### src/rtl/lsu_mem_port.sv
// lsu_mem_port
// Data-memory responder for load/store instructions. It takes the effective
// byte address, store data and func3 width code from the decode stage, runs a
// single request/acknowledge transaction on the data bus, holds the fetch unit
// through stall while the access is outstanding, and returns the lane-aligned,
// sign/zero-extended load result for the rd write-back mux.
//
// Parameters
//   TIMEOUT_CYCLES  BUSY cycles to wait for busAck before aborting (1..65535)
//
// Optional build macro
//   MISALIGN_TRAP_EN  when defined, misaligned halfword/word accesses skip the
//                     bus entirely and raise a one-cycle misaligned pulse.
//                     When undefined, misaligned is tied low and the low
//                     address bits that do not fit the access width are ignored.
//
// Ports
//   clk, rst_n             clock (rising edge), asynchronous active-low reset
//   memRead, memWrite      load / store request from the decoder
//   func3                  instruction[14:12] width/sign code
//   addr, storeData        effective byte address, rs2 data
//   stall                  holds pc while an access is pending
//   loadData, loadValid    extended load result and its one-cycle update strobe
//   busReq, busWe          bus request (held until busAck), write select
//   busAddr, busWdata      word address, lane-replicated store data
//   busBe                  byte enables
//   busRdata, busAck       read data and one-cycle completion strobe
//   busErr                 one-cycle pulse on bus timeout
//   misaligned             one-cycle pulse on a trapped misaligned access

module lsu_mem_port #(
  parameter int unsigned TIMEOUT_CYCLES = 255
) (
  input  logic        clk,
  input  logic        rst_n,
  input  logic        memRead,
  input  logic        memWrite,
  input  logic [2:0]  func3,
  input  logic [31:0] addr,
  input  logic [31:0] storeData,
  output logic        stall,
  output logic [31:0] loadData,
  output logic        loadValid,
  output logic        busReq,
  output logic        busWe,
  output logic [31:0] busAddr,
  output logic [31:0] busWdata,
  output logic [3:0]  busBe,
  input  logic [31:0] busRdata,
  input  logic        busAck,
  output logic        busErr,
  output logic        misaligned
);

  typedef enum logic [1:0] {
    IDLE = 2'd0,
    BUSY = 2'd1,
    DONE = 2'd2
  } state_t;

  localparam logic [15:0] TMO_LAST = 16'(TIMEOUT_CYCLES - 1);

  state_t      state;
  logic [15:0] tmo_cnt;
  logic [1:0]  addr_lo;
  logic [2:0]  func3_q;
  logic        is_load;
  logic        req;
  logic        trap;

  // Byte enables for a store of the given width at the given lane.
  function automatic logic [3:0] store_be(input logic [2:0] f, input logic [1:0] lo);
    case (f)
      3'b000:  store_be = 4'b0001 << lo;
      3'b001:  store_be = lo[1] ? 4'b1100 : 4'b0011;
      default: store_be = 4'b1111;
    endcase
  endfunction

  // Store data is replicated across all lanes so busBe alone selects the target.
  function automatic logic [31:0] store_wdata(input logic [2:0] f, input logic [31:0] sd);
    case (f)
      3'b000:  store_wdata = {4{sd[7:0]}};
      3'b001:  store_wdata = {2{sd[15:0]}};
      default: store_wdata = sd;
    endcase
  endfunction

  // Extract the addressed byte/half from the bus word and extend it.
  function automatic logic [31:0] load_fmt(input logic [2:0] f, input logic [1:0] lo,
                                           input logic [31:0] d);
    logic [7:0]  b;
    logic [15:0] h;
    b = d[{lo, 3'b000} +: 8];
    h = lo[1] ? d[31:16] : d[15:0];
    case (f)
      3'b000:  load_fmt = {{24{b[7]}}, b};
      3'b001:  load_fmt = {{16{h[15]}}, h};
      3'b100:  load_fmt = {24'd0, b};
      3'b101:  load_fmt = {16'd0, h};
      default: load_fmt = d;
    endcase
  endfunction

  assign req = memRead | memWrite;

  // stall rises in the same cycle the request is presented so the pc never
  // advances past a load/store before it completes; forced low under reset.
  assign stall = rst_n & (((state == IDLE) & req) | (state == BUSY));

`ifdef MISALIGN_TRAP_EN
  logic mis_q;

  // Stores only know SB/SH/word; loads additionally have LBU/LHU.
  function automatic logic misalign_chk(input logic [2:0] f, input logic [1:0] lo,
                                        input logic st);
    if (f == 3'b000 || (!st && f == 3'b100))
      misalign_chk = 1'b0;
    else if (f == 3'b001 || (!st && f == 3'b101))
      misalign_chk = lo[0];
    else
      misalign_chk = (lo != 2'b00);
  endfunction

  assign trap       = req & misalign_chk(func3, addr[1:0], memWrite);
  assign misaligned = mis_q;
`else
  assign trap       = 1'b0;
  assign misaligned = 1'b0;
`endif

  always_ff @(posedge clk or negedge rst_n) begin
    if (!rst_n) begin
      state     <= IDLE;
      tmo_cnt   <= 16'd0;
      addr_lo   <= 2'b00;
      func3_q   <= 3'b000;
      is_load   <= 1'b0;
      busReq    <= 1'b0;
      busWe     <= 1'b0;
      busAddr   <= 32'd0;
      busWdata  <= 32'd0;
      busBe     <= 4'b0000;
      loadData  <= 32'd0;
      loadValid <= 1'b0;
      busErr    <= 1'b0;
`ifdef MISALIGN_TRAP_EN
      mis_q     <= 1'b0;
`endif
    end else begin
      // Status strobes are single-cycle; only the DONE entry sets them.
      loadValid <= 1'b0;
      busErr    <= 1'b0;
`ifdef MISALIGN_TRAP_EN
      mis_q     <= 1'b0;
`endif
      case (state)
        IDLE: begin
          if (req) begin
            is_load <= ~memWrite;
            addr_lo <= addr[1:0];
            func3_q <= func3;
            tmo_cnt <= 16'd0;
            if (trap) begin
              // Misaligned access never reaches the bus.
              state <= DONE;
`ifdef MISALIGN_TRAP_EN
              mis_q <= 1'b1;
`endif
            end else begin
              busReq  <= 1'b1;
              busWe   <= memWrite;
              busAddr <= {addr[31:2], 2'b00};
              if (memWrite) begin
                busBe    <= store_be(func3, addr[1:0]);
                busWdata <= store_wdata(func3, storeData);
              end else begin
                busBe    <= 4'b1111;
              end
              state <= BUSY;
            end
          end
        end

        BUSY: begin
          tmo_cnt <= tmo_cnt + 16'd1;
          if (busAck) begin
            busReq <= 1'b0;
            if (is_load) begin
              loadData  <= load_fmt(func3_q, addr_lo, busRdata);
              loadValid <= 1'b1;
            end
            state <= DONE;
          end else if (tmo_cnt == TMO_LAST) begin
            busReq <= 1'b0;
            busErr <= 1'b1;
            state  <= DONE;
          end
        end

        // The same instruction is still on memRead/memWrite here; ignoring
        // it for one cycle guarantees one bus transaction per instruction.
        DONE: begin
          state <= IDLE;
        end

        default: begin
          state  <= IDLE;
          busReq <= 1'b0;
        end
      endcase
    end
  end

endmodule

### config.mk
export PLATFORM = sky130hd
export DESIGN_NAME = lsu_mem_port
export DESIGN_NICKNAME = d
export VERILOG_FILES = /design/src/rtl/lsu_mem_port.sv
export SDC_FILE = /design/constraint.sdc
export NUM_CORES = 1
export LEC_CHECK = 0
export CAP_MARGIN = 20
export CORE_UTILIZATION = 50
export CTS_CLUSTER_DIAMETER = 80
export DETAILED_ROUTE_END_ITERATION = 6
export DONT_BUFFER_PORTS = 1
export GPL_TIMING_DRIVEN = 1
export MAX_ROUTING_LAYER = met4
export PLACE_DENSITY = 0.72
export SYNTH_ARGS = -nofsm -noshare
export SYNTH_HDL_FRONTEND = slang
export SYNTH_SLANG_ARGS = --single-unit
### constraint.sdc
create_clock -name clk -period 1.95 [get_ports clk]
set_input_delay 0.4875 -clock clk [delete_from_list [all_inputs] [get_ports clk]]
set_output_delay 0.4875 -clock clk [all_outputs]
set_load 0.1 [all_outputs]
==> reports/metrics.yaml, run 1 <==
cts_htree_levels: 4
via_per_inst: 5.48
violations: "negative hold slack"
routed.top_layer: "met4"
path_clk_slew_ns: 0.05
ios: 210
grt_pass1_vias: 4703
placed_cell_area_um2: 6760
cts.path.max_buffers: 2
r2r_end: "loadData[18]$_DFFE_PN0P_"
yosys_most_used_dff: "dfrtp_1"
dr_wl_met3_um: 1570
wl_per_cell_um: 16.7
grt_max_degree: 128
period_share_pct: 96.8
worstSetupStartpointType: "register"
post-dp-hpwl_um: 10400
yosysWarnings: 0
rsz0062_at_grt: "no"
finalSetupViolCount: 0
firstDrtPassIters: 5
relSlewSlack_pct: 40.0
port_buffers: 0
grt-ovfl-total: 0
via_count: 4806
synthTopCellsByArea: "dfrtp_1, nand2_1, mux2i_1, o21ai_0, nand3_1"
routed_wl_um: 14600
gp_congestion: 0.827
min_path_type: "primary input to asynchronous set/reset pin"
ant_nets: 0
drc: 0
hold_violations: 126
async_reset_ff_share_pct: 100
cts_tree: "done"
cts.sinks: 126
fin_tns_setup_ns: 0
coreArea_um2: 11400
first_iter_violations: 276
clock_skew_ns: 0.00664
fin_crit_ns: 1.89
reg2regPathDepth: 4
cap_violations: 0
antenna_found_initial: 0
yosysTopAreaCell: "dfrtp_1"
grt_pass1_wl_um: 22100
synth_edf_count: 0
reg2reg_slack_ns: 0.10
dieArea_um2: 12200
status: "finished, violations left"
worstSetupEndpointType: "primary output"
dieHeight_um: 110
std_cell_rows: 39
drive_above_1_share_pct: 23.2
syn_inst: 625
required_ns: 1.46
ctsRootBufferMaster: "clkbuf_16"
ys_seq_area_share_pct: 53.8
die_x_um: 110
syn_avg_cell_area_um2: 9.39
postCtsSetupBuffers: 0
crit_arrival_ns: 1.40
path_max_fanout: 7
antenna_cells: 0
synth_area_um2: 5870
grt_usage_pct: 24.9
hold_slack_ns: -0.232
tightest_slew_ns: 0.899
wl_met1_um: 5670
slew_violations: 0
synth_seq_cells: 126
start_util_pct: 51.4
ys_types: 44
area_growth_pct: 25.8
met2WireLength_um: 7120
fin_nets: 828
netlist.area_leader.share_pct: 53.8
cts-buffers-inserted: 17
r2r_start: "addr_lo[1]$_DFFE_PN0P_"
crit_path_end: "stall"
finish.instance_area_um2: 7380
crit_start: "state[1]$_DFFE_PN0P_"
insertion_delay_ns: 0.42
fillers: 938
critical_path_class: "register to primary output"
fmax_mhz: 530
[area by class of cell]
cell class	instances	area (µm²)	area share [%]
sequential	126	3150	42.7
multi-input combinational	447	2520	34.1
timing repair buffer	114	872	11.8
clock buffer	26	519	7.04
tap	143	179	2.43
clock inverter	5	77.6	1.05
inverter	16	60.1	0.814
[through the flow]
| step | std cells | hold WS, ns | util (%) | setup WS, ns |
|---|---|---|---|---|
| after floorplan | 627 | 0.192 | - | 0.0526 |
| after global placement | 846 | 0.196 | 59.2 | 0.265 |
| after detailed placement | 846 | 0.195 | 59.2 | 0.171 |
| after CTS | 877 | -0.249 | 64.5 | 0.0139 |
| after global routing | 877 | -0.250 | 64.6 | 0.00843 |
| final | 877 | -0.232 | 64.6 | 0.0629 |
[flip-flops by register name, summed over array words and instances (netlist names)]
name / flops
is_load: 1
busBe: 4
loadValid: 1
busWe: 1
func3_q: 3
tmo_cnt: 16
state: 2
addr_lo: 2
busReq: 1
loadData: 32
busErr: 1
busAddr: 30
busWdata: 32
[layer usage]
metal  global-route usage (%)  vias to the layer above
met2                     40.5                      221
li1                         -                     2296
met5                        -                        -
met4                     10.8                        0
met1                     27.7                     2266
met3                     8.88                       23
[critical path: stages, from the launching register on]
cell and delay (ns):
dfrtp_1 0.43, inv_1 0.12, o31ai_4 0.08, nor2b_2 0.13, buf_6 0.23
[how the worst min path moves through the flow]
stage | depth (start not counted) | endpoint
CTS | 0 | busErr$_DFF_PN0_
global placement | 0 | busAddr[24]$_DFFE_PN0P_
floorplan | 0 | addr_lo[0]$_DFFE_PN0P_
finish | 0 | tmo_cnt[2]$_DFFE_PN0P_
detailed placement | 0 | busAddr[24]$_DFFE_PN0P_
global route | 0 | busAddr[24]$_DFFE_PN0P_
[synthesized netlist by cell type (all sizes together), types with 2 or more instances]
library cell  count
buf              18
clkbuf           20
o21a              2
inv              15
mux4              2
o211ai            2
nand3            42
nand2           177
dfrtp           126
and2              3
nand4b            3
mux2             15
nor4              4
mux2i            43
o32a              3
nor2             22
nor2b            10
a21oi            38
o31ai             4
ha                2
nand2b            9
nor3              2
o21ai            50
[repair_timing]
action | 4_1_cts | 5_1_grt
resized for setup | 1 | 2
hold endpoints to repair | 126 | 126
pin swaps | 1 | 0
setup endpoints to repair | 1 | 1
[kinds of logic after synthesis]
family,Yosys count,share of synthesized area [%]
AND/OR/NAND/NOR,278,20.9
flip-flops,126,53.8
AO/OA/AOI/OAI,104,9.85
multiplexers,60,11.0
buffers and inverters,54,3.99
adder cells (fa/ha/maj),2,0.427
other,1,0.0639
[placed cells by master (no fill, tap or decap), drive strengths merged]
| cell | n |
|---|---|
| and4 | 1 |
| o21a | 2 |
| a41oi | 1 |
| ha | 2 |
| mux4 | 2 |
| o311ai | 1 |
| nand3b | 1 |
| mux2 | 15 |
| nand3 | 42 |
| dfrtp | 126 |
| o31ai | 4 |
| o211ai | 2 |
| nand4 | 1 |
| nand2b | 9 |
| nor4 | 4 |
| and2 | 3 |
| and3 | 1 |
| conb | 3 |
| nand4b | 3 |
| clkinv | 3 |
| nor3 | 2 |
| a211oi | 1 |
| inv | 15 |
| bufinv | 2 |
| nor2 | 22 |
| clkbuf | 26 |
| and4b | 1 |
| buf | 114 |
| nand2 | 177 |
| a21o | 1 |
| mux2i | 43 |
| a21oi | 38 |
| nor2b | 10 |
| o32a | 3 |
| o21ai | 50 |
| or2 | 1 |
| a31oi | 1 |
| clkinvlp | 1 |
Power of run 1 is not shown: default switching activity piles up to over one toggle a cycle in this logic, so the estimate is an artifact.
==> run 2: changes to the inputs <==
PLACE_DENSITY = not set   (was 0.72)
PLACE_DENSITY_LB_ADDON = 0.12   (was not set)
==> reports/metrics.yaml, run 2 (synthesized netlist as in run 1, its figures left out) <==
path_max_fanout: 2
drc: 0
cts.sinks: 126
worstSetupStartpointType: "register"
routed_wl_um: 14300
start_util_pct: 51.4
grt_pass1_wl_um: 22100
via_per_inst: 5.34
antenna_cells: 0
std_cell_rows: 39
cts-buffers-inserted: 17
grt_max_degree: 128
ctsRootBufferMaster: "clkbuf_16"
relSlewSlack_pct: 39.6
hold_violations: 126
final_common_cell: "nand2_1"
via_count: 4719
dieArea_um2: 12200
insertion_delay_ns: 0.42
fin_nets: 833
hold_slack_ns: -0.228
fmax_mhz: 527
r2r_end: "tmo_cnt[12]$_DFFE_PN0P_"
period_share_pct: 97.4
clock_skew_ns: 0.00664
utilization_pct: 65.3
reg2reg_slack_ns: 0.24
critical_path_class: "register to primary output"
largestRegisters: "busWdata x32, loadData x32, busAddr x30"
grt_pass1_vias: 4638
grt-ovfl-total: 0
grt_usage_pct: 24.8
ios: 210
post-dp-hpwl_um: 10200
port_buffers: 0
cap_violations: 0
path_clk_slew_ns: 0.05
fin_crit_ns: 1.90
ant_nets: 0
coreArea_um2: 11400
worstSetupEndpointType: "primary output"
firstDrtPassIters: 4
wl_per_cell_um: 16.2
die_x_um: 110
cts_tree: "done"
cts.path.max_buffers: 2
drive_above_1_share_pct: 23.4
final_cell_mix: "nand2_1, dfrtp_1, buf_4"
status: "finished, violations left"
cts_htree_levels: 4
antenna_found_initial: 0
reg2regPathDepth: 5
finalSetupViolCount: 0
gp_congestion: 0.782
required_ns: 1.46
slew_violations: 0
first_iter_violations: 271
area_growth_pct: 27.1
stdcell_count: 883
tightest_slew_ns: 0.905
dieHeight_um: 110
crit_arrival_ns: 1.41
dp_cells: 848
r2r_start: "state[1]$_DFFE_PN0P_"
min_path_type: "primary input to asynchronous set/reset pin"
violations: "negative hold slack"
run 2: cell count changes in the layout (fill, tap and decap cells not counted), sizes merged:
cell,delta
buf,+5
clkinvlp,-1
bufinv,+2
clkbuf,+1
clkinv,-1
run 2: routing by layer:
metal  global-route usage, %  part of all wire, %  vias to the layer above
met5                       -                    0                        -
met4                    10.1                  2.1                        0
met3                    9.23                  9.4                       25
met2                    38.6                   49                      174
met1                    29.2                   40                     2217
li1                        -                    -                     2303
run 2: how the worst max path moves through the flow:
stage	slack (ns)	cells after the start	end	from
2_1_floorplan	0.05	2	stall	memWrite
3_3_place_gp	0.33	4	stall	memWrite
3_5_place_dp	0.32	4	stall	memWrite
4_1_cts	0.01	4	stall	state[0]$_DFFE_PN0P_
5_1_grt	-0.001	4	stall	state[0]$_DFFE_PN0P_
6_report	0.05	4	stall	state[0]$_DFFE_PN0P_
run 2: per-stage QoR:
| step | worst slack (ns) | instance area, µm² | TNS, ns |
|---|---|---|---|
| after floorplan | 0.0526 | 5880 | 0 |
| after global placement | 0.335 | 6780 | 0 |
| after detailed placement | 0.321 | 6780 | 0 |
| after CTS | 0.0124 | 7440 | 0 |
| after global routing | -0.000981 | 7450 | -0.000981 |
| final | 0.0509 | 7450 | 0 |
run 2: timing repair:
item                                    in CTS  in global routing
gates cloned                                 0                  0
endpoints found under the hold margin      126                126
setup buffers                                2                  1
resized for setup                            3                  1
endpoints found under the setup margin       1                  1
pin swaps                                    0                  0
run 2: layout make-up:
type | count | area [µm²]
multi-input combinational | 447 | 2500
tap | 143 | 179
timing repair buffer | 119 | 918
clock buffer | 27 | 513
fill | 972 | 3970
inverter | 16 | 60.1
clock inverter | 5 | 125
sequential | 126 | 3150
run 2: critical path, cell delays in order, from the launching register on:
cell and delay (ns):
dfrtp_1 0.40, o31ai_2 0.24, buf_4 0.15, nor2b_2 0.04, buf_12 0.16
Power of run 2 is left out for the same reason.
